`config.mk`:
```
export PLATFORM = sky130hd
export DESIGN_NAME = mem_port_arbiter
export DESIGN_NICKNAME = d
export VERILOG_FILES = /design/src/rtl/cpu_pkg.sv /design/src/rtl/mem_port_arbiter_arb_pick.sv /design/src/rtl/mem_port_arbiter.sv
export SDC_FILE = /design/constraint.sdc
export NUM_CORES = 1
export LEC_CHECK = 0
export CAP_MARGIN = 20
export CORE_UTILIZATION = 25
export CTS_CLUSTER_SIZE = 24
export DETAILED_ROUTE_END_ITERATION = 10
export SLEW_MARGIN = 20
export SYNTH_ARGS = -nofsm -noshare
export SYNTH_HDL_FRONTEND = slang
export SYNTH_SLANG_ARGS = --single-unit
```
`constraint.sdc`:
```
create_clock -name clk -period 2.9 [get_ports clk]
set_clock_uncertainty 0.15 [all_clocks]
set_input_delay 0.435 -clock clk [delete_from_list [all_inputs] [get_ports clk]]
set_output_delay 0.435 -clock clk [all_outputs]
set_load 0.1 [all_outputs]
```
`src/rtl/cpu_pkg.sv`:
```
// Shared types for the CPU memory-port arbiter: FSM states, access owner,
// and a width helper for small counters.
package cpu_pkg;

  typedef enum logic [1:0] {IDLE, ISSUE, WAIT, DONE} arb_state_e;
  typedef enum logic {OWN_IF, OWN_D} arb_owner_e;

  function automatic int width_for(input int max_value);
    return (max_value < 2) ? 1 : $clog2(max_value + 1);
  endfunction

endpackage

```
`src/rtl/mem_port_arbiter_arb_pick.sv`:
```
// Winner select between fetch and data candidates, plus the starvation counter
// that lets a waiting fetch beat a stream of data grants.
module arb_pick import cpu_pkg::*; #(
  parameter int STARVE_LIMIT = 4
) (
  input  logic       clk,
  input  logic       rst,
  input  logic       if_cand,
  input  logic       d_cand,
  input  logic       if_req,
  input  logic       grant_window,
  output logic       any_req,
  output arb_owner_e winner
);

  localparam int CW = width_for(STARVE_LIMIT);
  localparam logic [CW-1:0] LIMIT = CW'(STARVE_LIMIT);

  logic [CW-1:0] starve_cnt;

  assign any_req = if_cand | d_cand;

  always_comb begin
    winner = OWN_D;
    if (if_cand && (!d_cand || starve_cnt == LIMIT)) winner = OWN_IF;
  end

  // Counts data grants taken while fetch was waiting; the raw if_req is used
  // so a grant from DONE still counts against a fetch that is pending.
  always_ff @(posedge clk or negedge rst) begin
    if (!rst) begin
      starve_cnt <= '0;
    end else if (grant_window && any_req) begin
      if (winner == OWN_IF || !if_req) begin
        starve_cnt <= '0;
      end else if (starve_cnt != LIMIT) begin
        starve_cnt <= starve_cnt + CW'(1);
      end
    end
  end

endmodule

```
`src/rtl/mem_port_arbiter.sv`:
```
// Shares one fixed-latency single-port memory between the instruction-fetch
// and load/store ports, returning data with a one-cycle ack per access.
module mem_port_arbiter import cpu_pkg::*; #(
  parameter int ADDRESS_WIDTH = 32,
  parameter int DATA_WIDTH    = 32,
  parameter int MEM_LATENCY   = 1,
  parameter int STARVE_LIMIT  = 4
) (
  input  logic                     clk,
  input  logic                     rst,
  input  logic                     if_req,
  input  logic [ADDRESS_WIDTH-1:0] if_addr,
  output logic                     if_ack,
  output logic [DATA_WIDTH-1:0]    if_rdata,
  input  logic                     d_req,
  input  logic                     d_we,
  input  logic [ADDRESS_WIDTH-1:0] d_addr,
  input  logic [DATA_WIDTH-1:0]    d_wdata,
  output logic                     d_ack,
  output logic [DATA_WIDTH-1:0]    d_rdata,
  output logic                     mem_req,
  output logic                     mem_we,
  output logic [ADDRESS_WIDTH-1:0] mem_addr,
  output logic [DATA_WIDTH-1:0]    mem_wdata,
  input  logic [DATA_WIDTH-1:0]    mem_rdata,
  output logic                     busy,
  output logic                     stall
);

  localparam int LW = width_for(MEM_LATENCY - 1);
  localparam logic [LW-1:0] LAT_LOAD = LW'(MEM_LATENCY - 1);

  arb_state_e state, next_state;
  arb_owner_e owner, winner;
  logic [LW-1:0] lat_cnt;
  logic if_cand, d_cand, any_req, grant_window, take;

  // In DONE only the non-owner may be granted; the owner's req still belongs
  // to the access that is completing this cycle.
  always_comb begin
    if_cand      = 1'b0;
    d_cand       = 1'b0;
    grant_window = 1'b0;
    if (state == IDLE) begin
      if_cand      = if_req;
      d_cand       = d_req;
      grant_window = 1'b1;
    end else if (state == DONE) begin
      if_cand      = if_req & (owner == OWN_D);
      d_cand       = d_req & (owner == OWN_IF);
      grant_window = 1'b1;
    end
  end

  assign take = grant_window & any_req;

  arb_pick #(
    .STARVE_LIMIT(STARVE_LIMIT)
  ) u_pick (
    .clk         (clk),
    .rst         (rst),
    .if_cand     (if_cand),
    .d_cand      (d_cand),
    .if_req      (if_req),
    .grant_window(grant_window),
    .any_req     (any_req),
    .winner      (winner)
  );

  always_ff @(posedge clk or negedge rst) begin
    if (!rst) state <= IDLE;
    else      state <= next_state;
  end

  always_comb begin
    next_state = state;
    unique case (state)
      IDLE:    if (any_req) next_state = ISSUE;
      ISSUE:   next_state = mem_we ? DONE : WAIT;
      WAIT:    if (lat_cnt == '0) next_state = DONE;
      DONE:    next_state = any_req ? ISSUE : IDLE;
      default: next_state = IDLE;
    endcase
  end

  always_comb begin
    mem_req = (state == ISSUE);
    if_ack  = (state == DONE) && (owner == OWN_IF);
    d_ack   = (state == DONE) && (owner == OWN_D);
    busy    = (state != IDLE);
  end

  assign stall = (if_req & ~if_ack) | (d_req & ~d_ack);

  // Latched request fields drive the memory directly and hold between grants.
  always_ff @(posedge clk or negedge rst) begin
    if (!rst) begin
      owner     <= OWN_IF;
      mem_addr  <= '0;
      mem_we    <= 1'b0;
      mem_wdata <= '0;
    end else if (take) begin
      owner <= winner;
      if (winner == OWN_D) begin
        mem_addr  <= d_addr;
        mem_we    <= d_we;
        mem_wdata <= d_wdata;
      end else begin
        mem_addr  <= if_addr;
        mem_we    <= 1'b0;
        mem_wdata <= '0;
      end
    end
  end

  always_ff @(posedge clk or negedge rst) begin
    if (!rst) begin
      lat_cnt <= '0;
    end else if (state == ISSUE) begin
      lat_cnt <= LAT_LOAD;
    end else if (state == WAIT && lat_cnt != '0) begin
      lat_cnt <= lat_cnt - LW'(1);
    end
  end

  // Stores report zero read data; loads capture the memory word on the last WAIT cycle.
  always_ff @(posedge clk or negedge rst) begin
    if (!rst) begin
      if_rdata <= '0;
      d_rdata  <= '0;
    end else if (state == ISSUE && mem_we) begin
      d_rdata <= '0;
    end else if (state == WAIT && lat_cnt == '0) begin
      if (owner == OWN_IF) if_rdata <= mem_rdata;
      else                 d_rdata  <= mem_rdata;
    end
  end

endmodule
```
==> results of run 1 <==
## state kept, by name, summed over array words and instances, names as in the netlist
name / cells
mem_we: 1
d_rdata: 32
owner: 1
lat_cnt: 1
mem_addr: 32
if_rdata: 32
state: 2
mem_wdata: 32
u_pick.starve_cnt: 3
## final cells by class
cell class                 count  area [um2]
fill                        2227       13660
sequential                   136        3403
tap                          313       391.6
clock inverter                14       195.2
multi-input combinational    307        2190
timing repair buffer         278        2471
clock buffer                  18       429.2
inverter                       9       33.78
## cells by family after synthesis
| logic type | Yosys count | share of synthesized area |
|---|---|---|
| flops | 136 | 0.5813 |
| simple gates | 121 | 0.09254 |
| compound gates | 116 | 0.1319 |
| mux | 64 | 0.1355 |
| buf+inv | 47 | 0.04595 |
| fa+ha+maj | 6 | 0.01282 |
## Yosys cell counts (all sizes together) (2+ instances only)
| library cell | count |
|---|---|
| inv | 9 |
| mux2i | 32 |
| clkbuf | 17 |
| nor3b | 2 |
| a32o | 2 |
| a22o | 34 |
| nand2b | 2 |
| nor2b | 2 |
| nor2 | 7 |
| buf | 21 |
| mux2 | 32 |
| nand3 | 32 |
| nand2 | 69 |
| dfrtp | 136 |
| ha | 6 |
| o21ai | 37 |
| a21oi | 37 |
## worst register-to-register path: cells and delay by family, from the launching register on
family / cells / cell delay (ns)
multiplexers: 1 / 0.33
flip-flops: 1 / 0.42
buffers and inverters: 2 / 0.38
adder cells (fa/ha/maj): 1 / 0.36
AO/OA/AOI/OAI: 3 / 0.63
## layout by cell type, fill, tap and decap left out, drive strengths merged, types with 5 or more instances in the layout
master	n
nand3	32
ha	6
dfrtp	136
o21ai	37
mux2i	32
mux2	32
buf	146
a22o	34
a21oi	37
nor2	7
nand2	69
inv	13
clkbuf	18
clkdlybuf4s50	131
clkinv	5
## what timing repair did
action	in CTS	in global routing
endpoints found under the setup margin	0	0
hold buffers	1	0
hold endpoints to repair	22	0
## routing by layer
metal,vias to the layer above,global-route usage,part of all wire
li1,2242,-,-
met1,2262,0.1769,0.43
met2,204,0.2336,0.48
met3,12,0.05181,0.079
met4,0,0.03489,0.0096
met5,-,0,0
## how the worst max path moves through the flow
stage / start / endpoint / slack [ns] / cells after the start
floorplan: state[0] / if_rdata[0] / 0.21 / 7
global placement: d_req / mem_wdata[30] / 0.37 / 6
detailed placement: d_req / mem_wdata[2] / 0.33 / 6
CTS: state[0] / mem_addr[23] / 0.52 / 7
global route: state[0] / mem_addr[16] / 0.37 / 7
finish: state[0] / mem_addr[28] / 0.51 / 7
## metrics by stage
stage / cells / utilization / hold WS [ns]
final: 1075 / 0.4001 / 0.2980
after global routing: 1075 / 0.4001 / 0.3031
after CTS: 1075 / 0.4001 / 0.2724
after detailed placement: 1042 / 0.3723 / 0.1643
after global placement: 1042 / 0.3723 / 0.1623
after floorplan: 490 / - / -0.01059
==> impl_metrics.yaml, run 1 <==
outcome:
  status: "complete, no violations"
clock_network:
  cts_buffer_depth: 2
  post_cts_resized: 0
  cts.sinks: 136
  postCtsSetupRepairBufs: 0
  clkTransAtPathRegs_ns: 0.07
  htree_levels: 4
  cts_tree: "yes"
  insertion_delay_ns: 0.41
  cts_buffers: 17
  cts.root.buffer_cell: "clkbuf_16"
logic_synthesis:
  synthDistinctLibCells: 38
  ys_seq_elements: 136
  synth_seq_area_share: 0.5813
  synth.top_cell.area_share: 0.5813
  syn-cell-area_um2: 5854
  synth-edff-count: 0
  synth_cells: 490
  yosysWarningCount: 0
  syn_area_per_cell_um2: 11.95
  ys_top_cells_by_area: "dfrtp_1 (58%), mux2_4 (7.7%), mux2i_1 (5.5%), a22o_1 (5.1%), nand2_1 (4.4%)"
  synthArstFlopShare: 1.000
  synth_top_area_cell: "dfrtp_1"
  syn_nets: 629
  ys.flop_type: "dfrtp_1"
detailed_routing:
  via_per_inst: 4.391
  drt_iter0_drc: 207
  wire_per_inst_um: 15.63
  drcViolationCount: 0
  drt_wl_total_um: 16800
  vias: 4720
  dr.pass1.iters: 4
  postRouteAntennaNets: 0
worst_setup_path:
  worst-r2r-setup-slack_ns: 0.51
  critPathMaxFanout: 32
  path_delay_family: "compound AO/OA/AOI/OAI gates"
  path_buf_inv: 2
  crit_chain: "inv_1 -> ha_1 -> a21oi_2 -> a311oi_4 -> buf_12 -> mux2i_1 -> o21ai_1"
  critical_path.reg2reg.endpoint: "mem_addr[28]"
  cp_data_required_time_ns: 3.03
  slowest_delay_ns: 0.43
  path_class: "reg -> reg"
  slowest_stage: "a311oi_4"
  cp-start-kind: "flip-flop"
  arrival_ns: 2.52
  rr_startpoint: "state[0]"
  crit_path_end_kind: "flip-flop"
  reg2reg_depth: 7
floorplanning:
  die_h_um: 155.0
  ios: 267
  die_area_um2: 24030
  coreArea_um2: 22780
  die_x_um: 155.0
  std_cell_rows: 55
  start_util: 0.2570
timing:
  slew_headroom: 0.5501
  worst_pin_slew_ns: 0.6749
  period_minus_slack_ns: 2.386
  hold_violations: 0
  tns_ns: 0
  maxSlewViolCount: 0
  worst_slack_ns: 0.5141
  setup_viol: 0
  period_share: 0.8227
  max_freq_ghz: 0.4191
  rsz0062_at_grt: "no"
placement:
  dp_hpwl_um: 11570
  post-place-ws_ns: 0.3303
  gp_congestion: 0.7352
  place_area_um2: 8479
  port-buffer-count: 266
global_routing:
  grtUsageTotal: 0.1423
  grt_overflow: 0
  grt_max_degree: 77
  grt_pass1_vias: 4700
  grt_pass1_wl_um: 26310
  antenna_found_initial: 0
cells_and_area:
  drive_gt1_frac: 0.2835
  area_delta_synth_final_pct: 55.67
  nets: 888
  finalInstanceArea_um2: 9114
  diodes: 0
worst_hold_path:
  hp-class: "in -> async"
job:
  drv_cap: 0
Power of run 1 is not shown: default switching activity piles up to over one toggle a cycle in this logic, so the estimate is an artifact.
==> run 2, diff against run 1 <==
==> constraint.sdc (replaced) <==
create_clock -name clk -period 2.5 [get_ports clk]
set_clock_uncertainty 0.15 [all_clocks]
set_input_delay 0.375 -clock clk [delete_from_list [all_inputs] [get_ports clk]]
set_output_delay 0.375 -clock clk [all_outputs]
set_load 0.1 [all_outputs]
==> impl_metrics.yaml, run 2 (synthesis gave the netlist of run 1 again) <==
worst_setup_path:
  cp-start-kind: "flip-flop"
  reg2reg_depth: 6
  cp_data_required_time_ns: 2.64
  crit_path_end_kind: "flip-flop"
  critPathMaxFanout: 33
  path_class: "reg -> reg"
  arrival_ns: 2.52
detailed_routing:
  wire_per_inst_um: 16.07
  drcViolationCount: 0
  postRouteAntennaNets: 0
  drt_iter0_drc: 194
  dr.pass1.iters: 4
  via_per_inst: 4.419
  vias: 4786
  drt_wl_total_um: 17410
floorplanning:
  die_area_um2: 24030
  start_util: 0.2570
  die_x_um: 155.0
  die_h_um: 155.0
  ios: 267
  coreArea_um2: 22780
  std_cell_rows: 55
worst_hold_path:
  hp-class: "in -> async"
clock_network:
  insertion_delay_ns: 0.41
  htree_levels: 4
  cts_tree: "yes"
  cts.sinks: 136
  clkTransAtPathRegs_ns: 0.06
  cts_buffer_depth: 2
  cts.root.buffer_cell: "clkbuf_16"
  postCtsSetupRepairBufs: 0
  cts_buffers: 17
timing:
  hold_violations: 0
  period_share: 0.9492
  finalHoldWorstSlack_ns: 0.3305
  worst_pin_slew_ns: 0.6584
  max_freq_ghz: 0.4214
  slew_headroom: 0.5611
  maxSlewViolCount: 0
  setup_viol: 0
  period_minus_slack_ns: 2.373
  rsz0062_at_grt: "no"
placement:
  gp_congestion: 0.7164
  dp_hpwl_um: 11780
  port-buffer-count: 266
cells_and_area:
  area_delta_synth_final_pct: 57.13
  fillers: 2213
  nets: 895
  layout_commonest_cell: "buf_4"
  layout.cells.most_common_list: "buf_4 (143), dfrtp_1 (136), clkdlybuf4s50_1 (131)"
  drive_gt1_frac: 0.2926
global_routing:
  grt_pass1_vias: 4866
  grt_overflow: 0
  grt_pass1_wl_um: 27130
  antenna_found_initial: 1
  grtUsageTotal: 0.1474
  grt_max_degree: 67
job:
  drv_cap: 0
outcome:
  status: "complete, no violations"
==> run 2: cell types whose count changed in the layout (fill, tap and decap cells not counted), sizes merged, moves of 2 or more <==
cell,change
buf,+6
bufinv,-2
clkbuf,+3
clkinv,-4
clkinvlp,+3
==> run 2: worst max-delay path: stages (launching register included) <==
cell     delay (ns)
dfrtp_1        0.41
ha_1           0.26
a21oi_2        0.29
or3_1          0.36
buf_4          0.41
nand2_1        0.13
a32o_1         0.23
==> run 2: final timing paths <==
check | startpoint | to | slack, ns
hold / removal | rst | d_rdata[12] | 0.33
max in group asynchronous | rst | mem_addr[16] | 1.08
setup / recovery | state[0] | u_pick.starve_cnt[1] | 0.13
hold reg to reg | mem_wdata[17] | mem_wdata[17] | 0.35
setup reg to reg | state[0] | u_pick.starve_cnt[1] | 0.13
min in group clk | mem_wdata[17] | mem_wdata[17] | 0.35
==> run 2: repair_timing <==
action,CTS,global route
hold buffers,1,0
resized for setup,1,1
endpoints found under the hold margin,50,0
cloned,1,0
pin swaps,1,0
endpoints found under the setup margin,33,1
==> run 2: layout make-up <==
class | count | area, um2 | area share
inverter | 9 | 37.54 | 0.004081
clock buffer | 21 | 460.4 | 0.05005
multi-input combinational | 308 | 2211 | 0.2403
timing repair buffer | 284 | 2557 | 0.2780
clock inverter | 11 | 135.1 | 0.01469
sequential | 136 | 3403 | 0.3700
antenna | 1 | 2.502 | 0.0002720
tap | 313 | 391.6 | 0.04257
==> run 2: per-layer routing <==
layer / global-route usage / up-vias / part of all wire
met3: 0.04819 / 16 / 0.073
met1: 0.1874 / 2305 / 0.45
li1: - / 2263 / -
met4: 0.04526 / 0 / 0.012
met2: 0.2368 / 202 / 0.47
met5: 0 / - / 0
==> run 2: through the flow <==
stage               instance area [um2]  worst slack (ns)  std cells  TNS [ns]    util
floorplan                          5863          0.004625        490         0       -
global placement                   8571           -0.1171       1048    -3.755  0.3763
detailed placement                 8571           -0.1247       1048    -3.464  0.3763
CTS                                9193           0.09499       1082         0  0.4036
global route                       9196          0.003857       1082         0  0.4037
finish                             9199            0.1271       1083         0  0.4038
Power of run 2 is left out for the same reason.
==> run 3, diff against run 2 <==
--- a/config.mk
+++ b/config.mk
@@ -5,10 +5,12 @@
 export SDC_FILE = /design/constraint.sdc
 export NUM_CORES = 1
 export LEC_CHECK = 0
+export ABC_CLOCK_PERIOD_IN_PS = 2500
 export CAP_MARGIN = 20
 export CORE_UTILIZATION = 25
 export CTS_CLUSTER_SIZE = 24
 export DETAILED_ROUTE_END_ITERATION = 10
+export REMOVE_ABC_BUFFERS = 1
 export SLEW_MARGIN = 20
 export SYNTH_ARGS = -nofsm -noshare
 export SYNTH_HDL_FRONTEND = slang
==> impl_metrics.yaml, run 3 (synthesis gave the netlist of run 1 again) <==
outcome:
  status: "complete, no violations"
timing:
  slew_headroom: 0.5602
  setup_viol: 0
  hold_violations: 0
  period_share: 0.9117
  worst_pin_slew_ns: 0.6597
  finalHoldWorstSlack_ns: 0.2759
  rsz0062_at_grt: "no"
  max_freq_ghz: 0.4387
  period_minus_slack_ns: 2.279
  maxSlewViolCount: 0
cells_and_area:
  layout.cells.most_common_list: "buf_4 (143), dfrtp_1 (136), clkdlybuf4s50_1 (131)"
  nets: 894
  area_delta_synth_final_pct: 56.68
  drive_gt1_frac: 0.2904
  diodes: 0
  layout_commonest_cell: "buf_4"
detailed_routing:
  wire_per_inst_um: 15.96
  via_per_inst: 4.374
  dr.pass1.iters: 4
  drt_iter0_drc: 160
  drcViolationCount: 0
  vias: 4728
  drt_wl_total_um: 17250
  postRouteAntennaNets: 0
clock_network:
  cts.root.buffer_cell: "clkbuf_16"
  postCtsSetupRepairBufs: 0
  cts_tree: "yes"
  cts.sinks: 136
  post_cts_resized: 0
  insertion_delay_ns: 0.40
  cts_buffer_depth: 2
  clkTransAtPathRegs_ns: 0.06
  htree_levels: 4
  cts_buffers: 17
worst_setup_path:
  arrival_ns: 2.42
  cp-start-kind: "flip-flop"
  slowest_delay_ns: 0.79
  crit_chain: "inv_1 -> ha_1 -> and2_4 -> or4b_4 -> mux2_4"
  cp_data_required_time_ns: 2.64
  worst-r2r-setup-slack_ns: 0.22
  critPathMaxFanout: 32
  crit_path_end_kind: "flip-flop"
  slowest_stage: "or4b_4"
  path_class: "reg -> reg"
floorplanning:
  die_x_um: 155.0
  start_util: 0.2570
  coreArea_um2: 22780
  die_area_um2: 24030
  die_h_um: 155.0
  ios: 267
  std_cell_rows: 55
placement:
  port-buffer-count: 266
  dp_hpwl_um: 12080
  gp_congestion: 0.7215
global_routing:
  grt_overflow: 0
  grt_pass1_wl_um: 26660
  grt_max_degree: 68
  antenna_found_initial: 1
  grtUsageTotal: 0.1459
  grt_pass1_vias: 4734
job:
  drv_cap: 0
worst_hold_path:
  hp-class: "in -> async"
[run 3: final timing paths]
path                        startpoint           end  depth (start not counted)
max                           state[1]   if_rdata[5]                          5
min reg2reg                mem_addr[8]   mem_addr[8]                          2
min in group clk           mem_addr[8]   mem_addr[8]                          2
min                                rst  if_rdata[21]                          2
max reg2reg                   state[1]   if_rdata[5]                          5
max in group asynchronous          rst  mem_addr[11]                          3
[run 3: layout make-up]
| type | count | area, um2 |
|---|---|---|
| clock inverters | 14 | 148.9 |
| repair buffers | 284 | 2566 |
| flip-flops and latches | 136 | 3403 |
| well taps | 313 | 391.6 |
| inverters | 9 | 33.78 |
| clock buffers | 18 | 439.2 |
| fillers | 2243 | 13610 |
| multi-input cells | 307 | 2190 |
[run 3: critical path: cells and delay by family, from the launching register on]
kind | cells | cell delay [ns]
and+or+nand+nor | 2 | 0.94
muxes | 1 | 0.40
DFF | 1 | 0.37
adders and majority gates | 1 | 0.21
buffers and inverters | 1 | 0.08
[run 3: what timing repair did]
action,in CTS,in global routing
setup endpoints to repair,0,0
hold buffers,1,0
hold endpoints to repair,28,0
[run 3: layer usage]
layer	vias to the layer above	part of all wire	global-route usage
met5	-	0.00070	0
met4	2	0.0080	0.04385
met3	9	0.090	0.05766
met2	217	0.46	0.2351
met1	2246	0.44	0.1791
li1	2254	-	-
[run 3: per-stage QoR]
step / instances / setup WS, ns / instance area, um2 / TNS [ns] / util
floorplan: 452 / -1.822 / 5619 / -127.44 / -
global placement: 1048 / 0.1573 / 8574 / 0 / 0.3764
detailed placement: 1048 / 0.1071 / 8574 / 0 / 0.3764
CTS: 1081 / 0.2142 / 9173 / 0 / 0.4027
global route: 1081 / 0.1410 / 9173 / 0 / 0.4027
finish: 1081 / 0.2207 / 9173 / 0 / 0.4027
Power of run 3 is left out for the same reason.
